### config.mk
export PLATFORM = sky130hd
export DESIGN_NAME = conv_ofmap_reader
export DESIGN_NICKNAME = d
export VERILOG_FILES = /design/src/rtl/conv_ofmap_reader_pkg.sv /design/src/rtl/ofmap_rc_counter.sv /design/src/rtl/conv_ofmap_reader.sv
export SDC_FILE = /design/constraint.sdc
export NUM_CORES = 1
export LEC_CHECK = 0
export CAP_MARGIN = 20
export CELL_PAD_IN_SITES_DETAIL_PLACEMENT = 1
export CELL_PAD_IN_SITES_GLOBAL_PLACEMENT = 2
export CORE_UTILIZATION = 30
export DETAILED_ROUTE_END_ITERATION = 16
export PLACE_DENSITY_LB_ADDON = 0.3
export SYNTH_ARGS = -nofsm -noshare
export SYNTH_HDL_FRONTEND = slang
export SYNTH_HIERARCHICAL = 1
export SYNTH_SLANG_ARGS = --single-unit
### constraint.sdc
create_clock -name clk -period 24.8 [get_ports clk]
set_input_delay 3.72 -clock clk [delete_from_list [all_inputs] [get_ports clk]]
set_output_delay 3.72 -clock clk [all_outputs]
set_load 0.01 [all_outputs]
### src/rtl/conv_ofmap_reader_pkg.sv
// Shared sizing and state encoding for the ofmap reader and its row/col counter.
package conv_ofmap_reader_pkg;

  localparam int DATA_WIDTH        = 8;
  localparam int CONV_OFMAP_SIZE   = 4;
  localparam int CONV_COUNTER_SIZE = (CONV_OFMAP_SIZE > 1) ? $clog2(CONV_OFMAP_SIZE) : 1;
  localparam int OFMAP_PIXELS      = CONV_OFMAP_SIZE * CONV_OFMAP_SIZE;

  typedef enum logic [2:0] {
    READER_IDLE,
    READER_RUN,
    READER_RELEASE,
    READER_STREAM,
    READER_DONE
  } reader_state_t;

endpackage

### src/rtl/ofmap_rc_counter.sv
// Row-major row/col walker over a SIZE x SIZE map; wraps fully back to (0,0)
// after the last pixel so it can be shared with the pooling stage.
module ofmap_rc_counter
  import conv_ofmap_reader_pkg::*;
#(
  parameter int SIZE = CONV_OFMAP_SIZE,
  parameter int W    = CONV_COUNTER_SIZE
) (
  input  logic         clk,
  input  logic         reset_n,
  input  logic         clear,
  input  logic         en,
  output logic [W-1:0] row,
  output logic [W-1:0] col,
  output logic         is_last
);

  logic [W-1:0] row_q, row_d;
  logic [W-1:0] col_q, col_d;
  logic         col_at_end;
  logic         row_at_end;

  assign col_at_end = (32'(col_q) == SIZE - 1);
  assign row_at_end = (32'(row_q) == SIZE - 1);
  assign is_last    = col_at_end && row_at_end;
  assign row        = row_q;
  assign col        = col_q;

  always_comb begin
    row_d = row_q;
    col_d = col_q;
    if (clear) begin
      row_d = '0;
      col_d = '0;
    end else if (en) begin
      if (col_at_end) begin
        col_d = '0;
        row_d = row_at_end ? '0 : row_q + W'(1);
      end else begin
        col_d = col_q + W'(1);
      end
    end
  end

  always_ff @(posedge clk or negedge reset_n) begin
    if (!reset_n) begin
      row_q <= '0;
      col_q <= '0;
    end else begin
      row_q <= row_d;
      col_q <= col_d;
    end
  end

endmodule

### src/rtl/conv_ofmap_reader.sv
// Runs the conv engine for one frame, snapshots its ofmap into flops, re-arms
// the engine, then streams the snapshot row-major over a valid/ready port.
module conv_ofmap_reader
  import conv_ofmap_reader_pkg::*;
#(
  parameter int DW = DATA_WIDTH,
  parameter int S  = CONV_OFMAP_SIZE,
  parameter int CW = CONV_COUNTER_SIZE
) (
  input  logic          clk,
  input  logic          reset_n,
  input  logic          start,
  output logic          conv_en,
  output logic          conv_rst,
  input  logic          conv_done,
  input  logic [DW-1:0] conv_ofmap [S][S],
  output logic          m_valid,
  input  logic          m_ready,
  output logic [DW-1:0] m_data,
  output logic [CW-1:0] m_row,
  output logic [CW-1:0] m_col,
  output logic          m_last,
  output logic          busy,
  output logic          frame_done
);

  reader_state_t state_q, state_d;
  logic [DW-1:0] buf_q [S][S];
  logic [DW-1:0] buf_d [S][S];
  logic [CW-1:0] row, col;
  logic          is_last;
  logic          handshake;
  logic          capture;

  assign handshake = m_valid && m_ready;
  assign capture   = (state_q == READER_RUN) && conv_done;

  ofmap_rc_counter #(.SIZE(S), .W(CW)) u_rc (
    .clk     (clk),
    .reset_n (reset_n),
    .clear   (state_q == READER_RELEASE),
    .en      (handshake),
    .row     (row),
    .col     (col),
    .is_last (is_last)
  );

  always_comb begin
    state_d = state_q;
    unique case (state_q)
      READER_IDLE:    if (start) state_d = READER_RUN;
      READER_RUN:     if (conv_done) state_d = READER_RELEASE;
      READER_RELEASE: state_d = READER_STREAM;
      READER_STREAM:  if (handshake && is_last) state_d = READER_DONE;
      READER_DONE:    state_d = READER_IDLE;
      default:        state_d = READER_IDLE;
    endcase
  end

  always_ff @(posedge clk or negedge reset_n) begin
    if (!reset_n) state_q <= READER_IDLE;
    else          state_q <= state_d;
  end

  // Snapshot storage carries no reset: its contents only matter after a capture.
  always_comb begin
    buf_d = buf_q;
    if (capture) buf_d = conv_ofmap;
  end

  always_ff @(posedge clk) begin
    buf_q <= buf_d;
  end

  // Every output is a decode of registered state/counters; stream fields are
  // forced to zero outside STREAM so idle outputs read as all-low.
  assign conv_en    = (state_q == READER_RUN);
  assign conv_rst   = (state_q == READER_RELEASE);
  assign m_valid    = (state_q == READER_STREAM);
  assign busy       = (state_q != READER_IDLE);
  assign frame_done = (state_q == READER_DONE);
  assign m_data     = m_valid ? buf_q[row][col] : '0;
  assign m_row      = m_valid ? row : '0;
  assign m_col      = m_valid ? col : '0;
  assign m_last     = m_valid && is_last;

endmodule

Word-level counts from Yosys, hierarchy flattened
Cells that the tools add are included.
- add/subtract/negate cells: 2
- $lt $le $gt $ge: 2
- eq/ne operators: 9
- muxes and demuxes: 20
- bitwise logic cells: 2
- reduce and logical (&&, ||, !) cells: 11
- operators with widths (kind ; count):
    32-bit binary-select mux with 2-bit select ; 1
    32-bit two-way mux ; 2
    8-bit two-way mux ; 3
    2-bit two-way mux ; 9
    8-bit binary-select mux with 2-bit select ; 1
    3-bit case mux with 4 select lines ; 1
    3-bit two-way mux ; 3
    3-bit by 2-bit equality test with 1-bit output (second input constant) ; 2
    3-bit >= comparator (second input constant) ; 2
    2-bit NOT with 3-bit output ; 2
    1-bit logical AND ; 5
    2-bit by 1-bit adder with 2-bit output (second input constant) ; 2
    2-bit equality test (second input constant) ; 2
    2-bit by 1-bit inequality test with 1-bit output (second input constant) ; 2
    2-bit nonzero test ; 2
    3-bit by 1-bit equality test with 1-bit output (second input constant) ; 1
    3-bit equality test (second input constant) ; 1
    3-bit logical NOT ; 1
    3-bit AND reduction ; 1
    3-bit nonzero test ; 1
    2-bit inequality test (second input constant) ; 1
    2-bit AND reduction ; 1
- register bits after elaboration: 135
- output and inout port bits: 18

Longest topological paths before layout
Gate-level depths: netlist of the first run.
- depth in word-level cells: 8
- mapped depth: 6

By module
The synthesis of the first run kept the hierarchy.
- modules (own cells, without submodules) (module ; times used ; cells each ; area each (µm²) ; seq. area each (µm²)):
    conv_ofmap_reader ; 1 ; 224 ; 5162.5 ; 3918.8
    ofmap_rc_counter ; 1 ; 18 ; 211.5 ; 100.1

Least setup slack after synthesis of the first run
No wires, ideal clock.
- path type: input port to flip-flop
- start point: input conv_done
- end point: register buf_q[0] in the netlist's numbering, enable pin
- arrival: 12431 ps
- setup slack: 11597 ps
- cell stages on the path: 2
- buffers on the path: 0
- path through: nand2_1 -> nor3_1
- word-level cells in the longest chain between the ends: 1
- ends and longest elaborated chain (what ; line ; source):
    start, declared ; conv_ofmap_reader.sv:15 ; input logic conv_done,
    1-bit logical AND ; conv_ofmap_reader.sv:36 ; assign capture = (state_q == READER_RUN) && conv_done;
    via capture ; conv_ofmap_reader.sv:33 ; logic capture;
    end signal, assigned ; conv_ofmap_reader.sv:72 ; buf_q <= buf_d;
    end, declared ; conv_ofmap_reader.sv:28 ; logic [DW-1:0] buf_q [S][S];
The timed path passes the listed nets, and every way through them passes these cells.
A chain may end at the register's enable or synchronous reset.

Final worst setup path of the first run
- start point: register u_rc.row_q[0], in the netlist u_rc/row[0]
- end point: output m_data[4]
- word-level cells in the longest chain between the ends: 8
- ends and longest elaborated chain (what ; line ; source):
    start, declared ; ofmap_rc_counter.sv:18 ; logic [W-1:0] row_q, row_d;
    start signal, assigned ; ofmap_rc_counter.sv:50 ; row_q <= row_d;
    2-bit NOT with 3-bit output (implied by the code) ; conv_ofmap_reader.sv:82 ; assign m_data = m_valid ? buf_q[row][col] : '0;
    32-bit binary-select mux with 2-bit select ; conv_ofmap_reader.sv:82 ;
    32-bit two-way mux (implied by the code) (2 in series) ; conv_ofmap_reader.sv:82 ;
    8-bit binary-select mux with 2-bit select ; conv_ofmap_reader.sv:82 ;
    8-bit two-way mux (implied by the code) (2 in series) ; conv_ofmap_reader.sv:82 ;
    8-bit two-way mux ; conv_ofmap_reader.sv:82 ;
    end, declared ; conv_ofmap_reader.sv:19 ; output logic [DW-1:0] m_data,
Every way passes these cells. The select of a mux whose other input is x is not followed.

==> impl_metrics.py, run 1 <==
metrics = {
    "floorplanning": {
        "die_h_um": 135.8,
        "start_util_pct": 30.85,
        "ios": 151,
        "core_mm2": 0.01742,
        "dieArea_mm2": 0.01845,
        "rows": 48,
        "die_w_um": 135.8,
    },
    "cts": {
        "cts_buffer_depth": 2,
        "htree_levels": 4,
        "cts_made_buffers": 17,
        "hold_buffers": 0,
        "root_buffer": "clkbuf_16",
        "tritoncts": "yes",
        "post_cts_buffers": 0,
        "clkTransAtPathRegs_ps": 60,
        "post_cts_resized": 0,
        "cts.sinks": 135,
        "clock_latency_ps": 420,
    },
    "sta": {
        "rsz0062_at_grt": "no",
        "worstMarginPinSlew_ps": 1009,
        "finalSetupViolCount": 0,
        "timing.fmax_ghz": 0.1509,
        "finalClockSkew_ps": 8.547,
        "setup_slack_ps": 18170,
        "setup_tns_ps": 0,
        "hold_violations": 0,
        "slew_violations": 0,
        "period_share_pct": 26.72,
        "relSlewSlack_pct": 32.70,
        "fin_crit_ps": 6627,
    },
    "power_and_ir_drop": {
        "finalPower_mw": 0.8047,
        "p_per_area_mw_per_mm2": 103.9,
        "p_leak_nw": 2.637,
        "ir_drop_mv": 0.06072,
    },
    "routing": {
        "drc": 0,
        "drt_iter0_markers": 173,
        "vias_per_cell": 4.591,
        "wl_per_cell_um": 18.79,
        "wirelength_um": 12080,
        "dr.pass1.iters": 4,
        "postRouteAntennaNets": 0,
        "vias": 2952,
    },
    "global_route": {
        "grt_usage_pct": 14.07,
        "grt_max_degree": 81,
        "grt_pass1_vias": 3297,
        "grt_overflow": 0,
        "antenna_found_initial": 1,
        "grt_pass1_wl_um": 17970,
    },
    "place": {
        "place_hpwl_um": 8436,
        "place_congestion": 0.8031,
        "post-place-ws_ps": 18380,
        "io_buffers": 150,
    },
    "critical_path": {
        "critPathLaunchType": "register",
        "reg2reg_from": "state_q[0]",
        "path_max_fanout": 20,
        "r2r_setup_slack_ps": 22230,
        "critPathTopFamily": "buffers and inverters",
        "r2r_cells": 4,
        "worstReg2RegEnd": "buf_q[62]",
        "worstSetupEndpointType": "output pin",
        "critical_path_arrival_ps": 2910,
        "setup.worst_path.class": "reg -> out",
        "crit_chain": "buf_16, mux4_1, mux2i_1, o22ai_1, clkdlybuf4s50_1",
        "crit_start": "u_rc/row[0]",
        "crit_buf_inv": 2,
        "critPathSlowestCell": "dfrtp_2",
        "critPathMaxStageDelay_ps": 760,
        "crit_required_ps": 21080,
    },
    "finish": {
        "nNetsFinal": 540,
        "diodes": 0,
        "drive_gt1_share_pct": 11.24,
        "area_growth_pct": 44.17,
    },
    "synth": {
        "synth_top_cell_by_area": "edfxtp_1",
        "syn_nets": 377,
        "syn_area_mm2": 0.005374,
        "synth_seq_area_share_pct": 74.78,
        "synth_cells": 242,
        "yosysWarningCount": 6,
        "synth_async_sr_flop_share_pct": 5.185,
        "synth_edf_count": 128,
        "synth_top_area_share_pct": 71.53,
        "synth_seq_cells": 135,
        "synthMostInstantiatedCell": "edfxtp_1",
        "synth_cell_types": 32,
        "synth.area.top_cells": "edfxtp_1, mux4_1, mux4_2, dfrtp_1, mux2i_1",
        "synth_ff_type": "edfxtp_1",
        "synth_common_cells": "edfxtp_1, mux4_1, mux2i_1",
        "syn_area_per_cell_um2": 22.21,
    },
    "min_path": {
        "hold_path_depth": 1,
        "hold-path-endpoint": "state_q[1]",
        "min_from": "state_q[2]",
        "min_path_type": "reg -> reg",
    },
    "run": {
        "drv_cap": 0,
    },
    "status": {
        "outcome": "finished, final reports clean",
    },
}
-- metrics by stage --
step                      hold slack, ps  cells  util (%)  cell area, µm²
after floorplan                    497.3    242         -            5374
after global placement             558.7    610     40.85            7114
after detailed placement           581.6    610     40.85            7114
after CTS                          589.4    642     44.32            7720
after global routing               634.4    643     44.48            7747
final                              578.7    643     44.48            7747
-- routing by layer --
| layer | wire (µm) | GRT usage, % | share of wire, % |
|---|---|---|---|
| met4 | 178 | 5.930 | 1.5 |
| met2 | 5731 | 22.36 | 47 |
| met5 | 13 | 0 | 0.11 |
| met3 | 923 | 5.891 | 7.6 |
| met1 | 5232 | 16.74 | 43 |
-- layout make-up --
cell class | count | area, µm²
Fill cell | 1682 | 9669
Sequential cell | 135 | 4020
Timing Repair Buffer | 154 | 1551
Multi-Input combinational cell | 95 | 1281
Clock buffer | 20 | 436.7
Tap cell | 225 | 281.5
Clock inverter | 12 | 168.9
Inverter | 2 | 7.507
-- how the worst max path moves through the flow --
stage | cells after the start | slack (ps) | endpoint
after floorplan | 2 | 11600 | buf_q[0]
final | 5 | 18170 | m_data[4]
after CTS | 4 | 17900 | m_data[4]
after detailed placement | 4 | 18380 | m_data[4]
after global placement | 4 | 18400 | m_data[4]
after global routing | 5 | 18050 | m_data[4]
-- placed cells by master (no fill, tap or decap), drive strengths merged --
cell             n
o22ai            7
o21a             2
buf              4
and3             1
and3b            1
nor2             3
nor3b            3
mux4            32
mux2i           15
nand2            3
clkinvlp         2
ha               2
o21ai            1
clkinv           3
edfxtp         128
inv              6
or3              1
nand3            3
clkdlybuf4s50  150
and2             6
bufinv           3
nand2b           4
o211ai           2
a21o             1
nand3b           1
clkbuf          20
dfrtp            7
or3b             1
a21oi            3
nor3             1
a21bo            2
-- flip-flops by register name, indices dropped and copies added (netlist names) --
signal and flops:
u_rc/col 2, u_rc/row 2, buf_q 128, state_q 3
-- logic make-up after synthesis --
group / after synthesis / synth area share, %
multiplexers: 47 / 17.88
AO/OA/AOI/OAI: 18 / 2.328
buffers and inverters: 12 / 1.467
flip-flops: 135 / 74.78
AND/OR/NAND/NOR: 28 / 3.073
adder cells (fa/ha/maj): 2 / 0.4656
-- where the power goes --
part	switching, mW	internal (mW)
registers	0.0213	0.287
logic	0.109	0.129
clock network	0.0981	0.160
total	0.228	0.577
No activity file was read; power rests on OpenSTA's default activity.
==> run 2: changes to the inputs <==
==> constraint.sdc (replaced) <==
create_clock -name clk -period 6.8 [get_ports clk]
set_input_delay 1.02 -clock clk [delete_from_list [all_inputs] [get_ports clk]]
set_output_delay 1.02 -clock clk [all_outputs]
set_load 0.01 [all_outputs]
==> impl_metrics.py, run 2 (synthesis results as in run 1) <==
metrics = {
    "floorplanning": {
        "rows": 48,
        "ios": 151,
        "core_mm2": 0.01742,
        "dieArea_mm2": 0.01845,
        "die_w_um": 135.8,
        "start_util_pct": 30.85,
        "die_h_um": 135.8,
    },
    "sta": {
        "hold_violations": 0,
        "rsz0062_at_grt": "no",
        "worstMarginPinSlew_ps": 956.0,
        "fin_crit_ps": 3804,
        "finalSetupViolCount": 0,
        "whs_ps": 609.2,
        "period_share_pct": 55.94,
        "timing.fmax_ghz": 0.2629,
        "setup_tns_ps": 0,
        "finalClockSkew_ps": 5.443,
        "setup_slack_ps": 2996,
        "slew_violations": 0,
        "relSlewSlack_pct": 36.27,
    },
    "cts": {
        "tritoncts": "yes",
        "cts_buffer_depth": 2,
        "hold_buffers": 0,
        "htree_levels": 4,
        "cts_made_buffers": 17,
        "cts.sinks": 135,
        "post_cts_buffers": 0,
        "post_cts_resized": 0,
        "root_buffer": "clkbuf_16",
        "clkTransAtPathRegs_ps": 50,
        "clock_latency_ps": 410,
    },
    "power_and_ir_drop": {
        "finalPower_mw": 2.918,
        "p_per_area_mw_per_mm2": 377.2,
        "ir_drop_mv": 0.1959,
        "p_leak_nw": 2.632,
    },
    "routing": {
        "wirelength_um": 11870,
        "drc": 0,
        "drt_iter0_markers": 160,
        "wl_per_cell_um": 18.48,
        "dr.pass1.iters": 4,
        "vias_per_cell": 4.550,
        "vias": 2921,
        "postRouteAntennaNets": 0,
    },
    "finish": {
        "final_cell_mix": "clkdlybuf4s50_1, edfxtp_1, mux4_1, clkbuf_16, mux2i_1",
        "design_area_mm2": 0.007735,
        "top_regs": "buf_q: 128 flops, state_q: 3 flops",
        "nNetsFinal": 540,
        "largest_register_ffs": 128,
        "drive_gt1_share_pct": 10.31,
        "final_common_cell": "clkdlybuf4s50_1",
        "diodes": 0,
        "fill_cells": 1660,
        "area_growth_pct": 43.93,
        "top_register": "buf_q",
    },
    "global_route": {
        "grt_pass1_vias": 3230,
        "grt_pass1_wl_um": 17730,
        "antenna_found_initial": 0,
        "grt_max_degree": 77,
        "grt_overflow": 0,
        "grt_usage_pct": 13.65,
    },
    "critical_path": {
        "setup.worst_path.class": "reg -> out",
        "crit_required_ps": 5780,
        "crit_buf_inv": 2,
        "crit_chain": "buf_12, mux4_1, mux2i_1, o22ai_1, clkdlybuf4s50_1",
        "critical_path_arrival_ps": 2780,
        "path_max_fanout": 22,
        "r2r_cells": 4,
        "critPathLaunchType": "register",
        "r2r_setup_slack_ps": 4200,
        "worst-path-stages": 5,
        "worstSetupEndpointType": "output pin",
        "crit_start": "u_rc/row[0]",
        "critPathMaxStageDelay_ps": 650,
        "reg2reg_from": "state_q[0]",
        "critPathSlowestCell": "dfrtp_2",
        "critPathTopFamily": "buffers and inverters",
        "cp-endpoint": "m_data[4]",
        "worstReg2RegEnd": "buf_q[102]",
    },
    "place": {
        "place_hpwl_um": 8344,
        "place_congestion": 0.7557,
        "post-place-ws_ps": 3119,
        "place_area_mm2": 0.007121,
        "io_buffers": 150,
    },
    "min_path": {
        "min_path_type": "reg -> reg",
    },
    "run": {
        "drv_cap": 0,
    },
    "status": {
        "outcome": "finished, final reports clean",
    },
}
-- run 2: cell count changes in the layout (fill, tap and decap cells not counted), sizes merged --
cell | previous run | this run
clkinvlp | 2 | 1
bufinv | 3 | 4
clkinv | 3 | 5
clkbuf | 20 | 21
inv | 6 | 2
-- run 2: metrics by stage --
step / util, % / std cells
floorplan: - / 242
global placement: 40.88 / 610
detailed placement: 40.88 / 610
CTS: 44.30 / 641
global route: 44.41 / 642
finish: 44.41 / 642
-- run 2: how the worst min path moves through the flow --
stage | end | slack (ps) | from | depth (start not counted)
after global placement | state_q[0] | 590 | state_q[2] | 1
final | state_q[1] | 610 | state_q[2] | 1
after detailed placement | state_q[1] | 610 | state_q[2] | 1
after CTS | state_q[1] | 620 | state_q[2] | 1
after global routing | state_q[1] | 650 | state_q[2] | 1
after floorplan | state_q[0] | 510 | state_q[2] | 1
-- run 2: layout make-up --
type / instances / area (µm²) / area share (%)
well taps: 225 / 281.5 / 3.640
repair buffers: 154 / 1544 / 19.96
multi-input cells: 95 / 1287 / 16.65
clock buffers: 21 / 440.4 / 5.694
flip-flops and latches: 135 / 4020 / 51.97
inverters: 2 / 7.507 / 0.09706
clock inverters: 10 / 153.9 / 1.990
-- run 2: where the power goes --
part / switching, mW / total (mW) / internal (mW)
Sequential: 0.0742 / 1.12 / 1.05
Combinational: 0.398 / 0.867 / 0.469
Clock: 0.321 / 0.929 / 0.608
-- run 2: worst reg2reg max path: stages (launching register included) --
cell and delay, ps:
dfrtp_1 440, nand2_1 150, nor3_4 130, buf_4 550, buf_4 850
-- run 2: routing by layer --
layer  vias up  wire (µm)  track usage [%]
met3        15       1031            6.078
li1       1362          -                -
met2       111       5821            22.65
met5         -          0                0
met1      1433       4876            15.45
met4         0        136            4.994
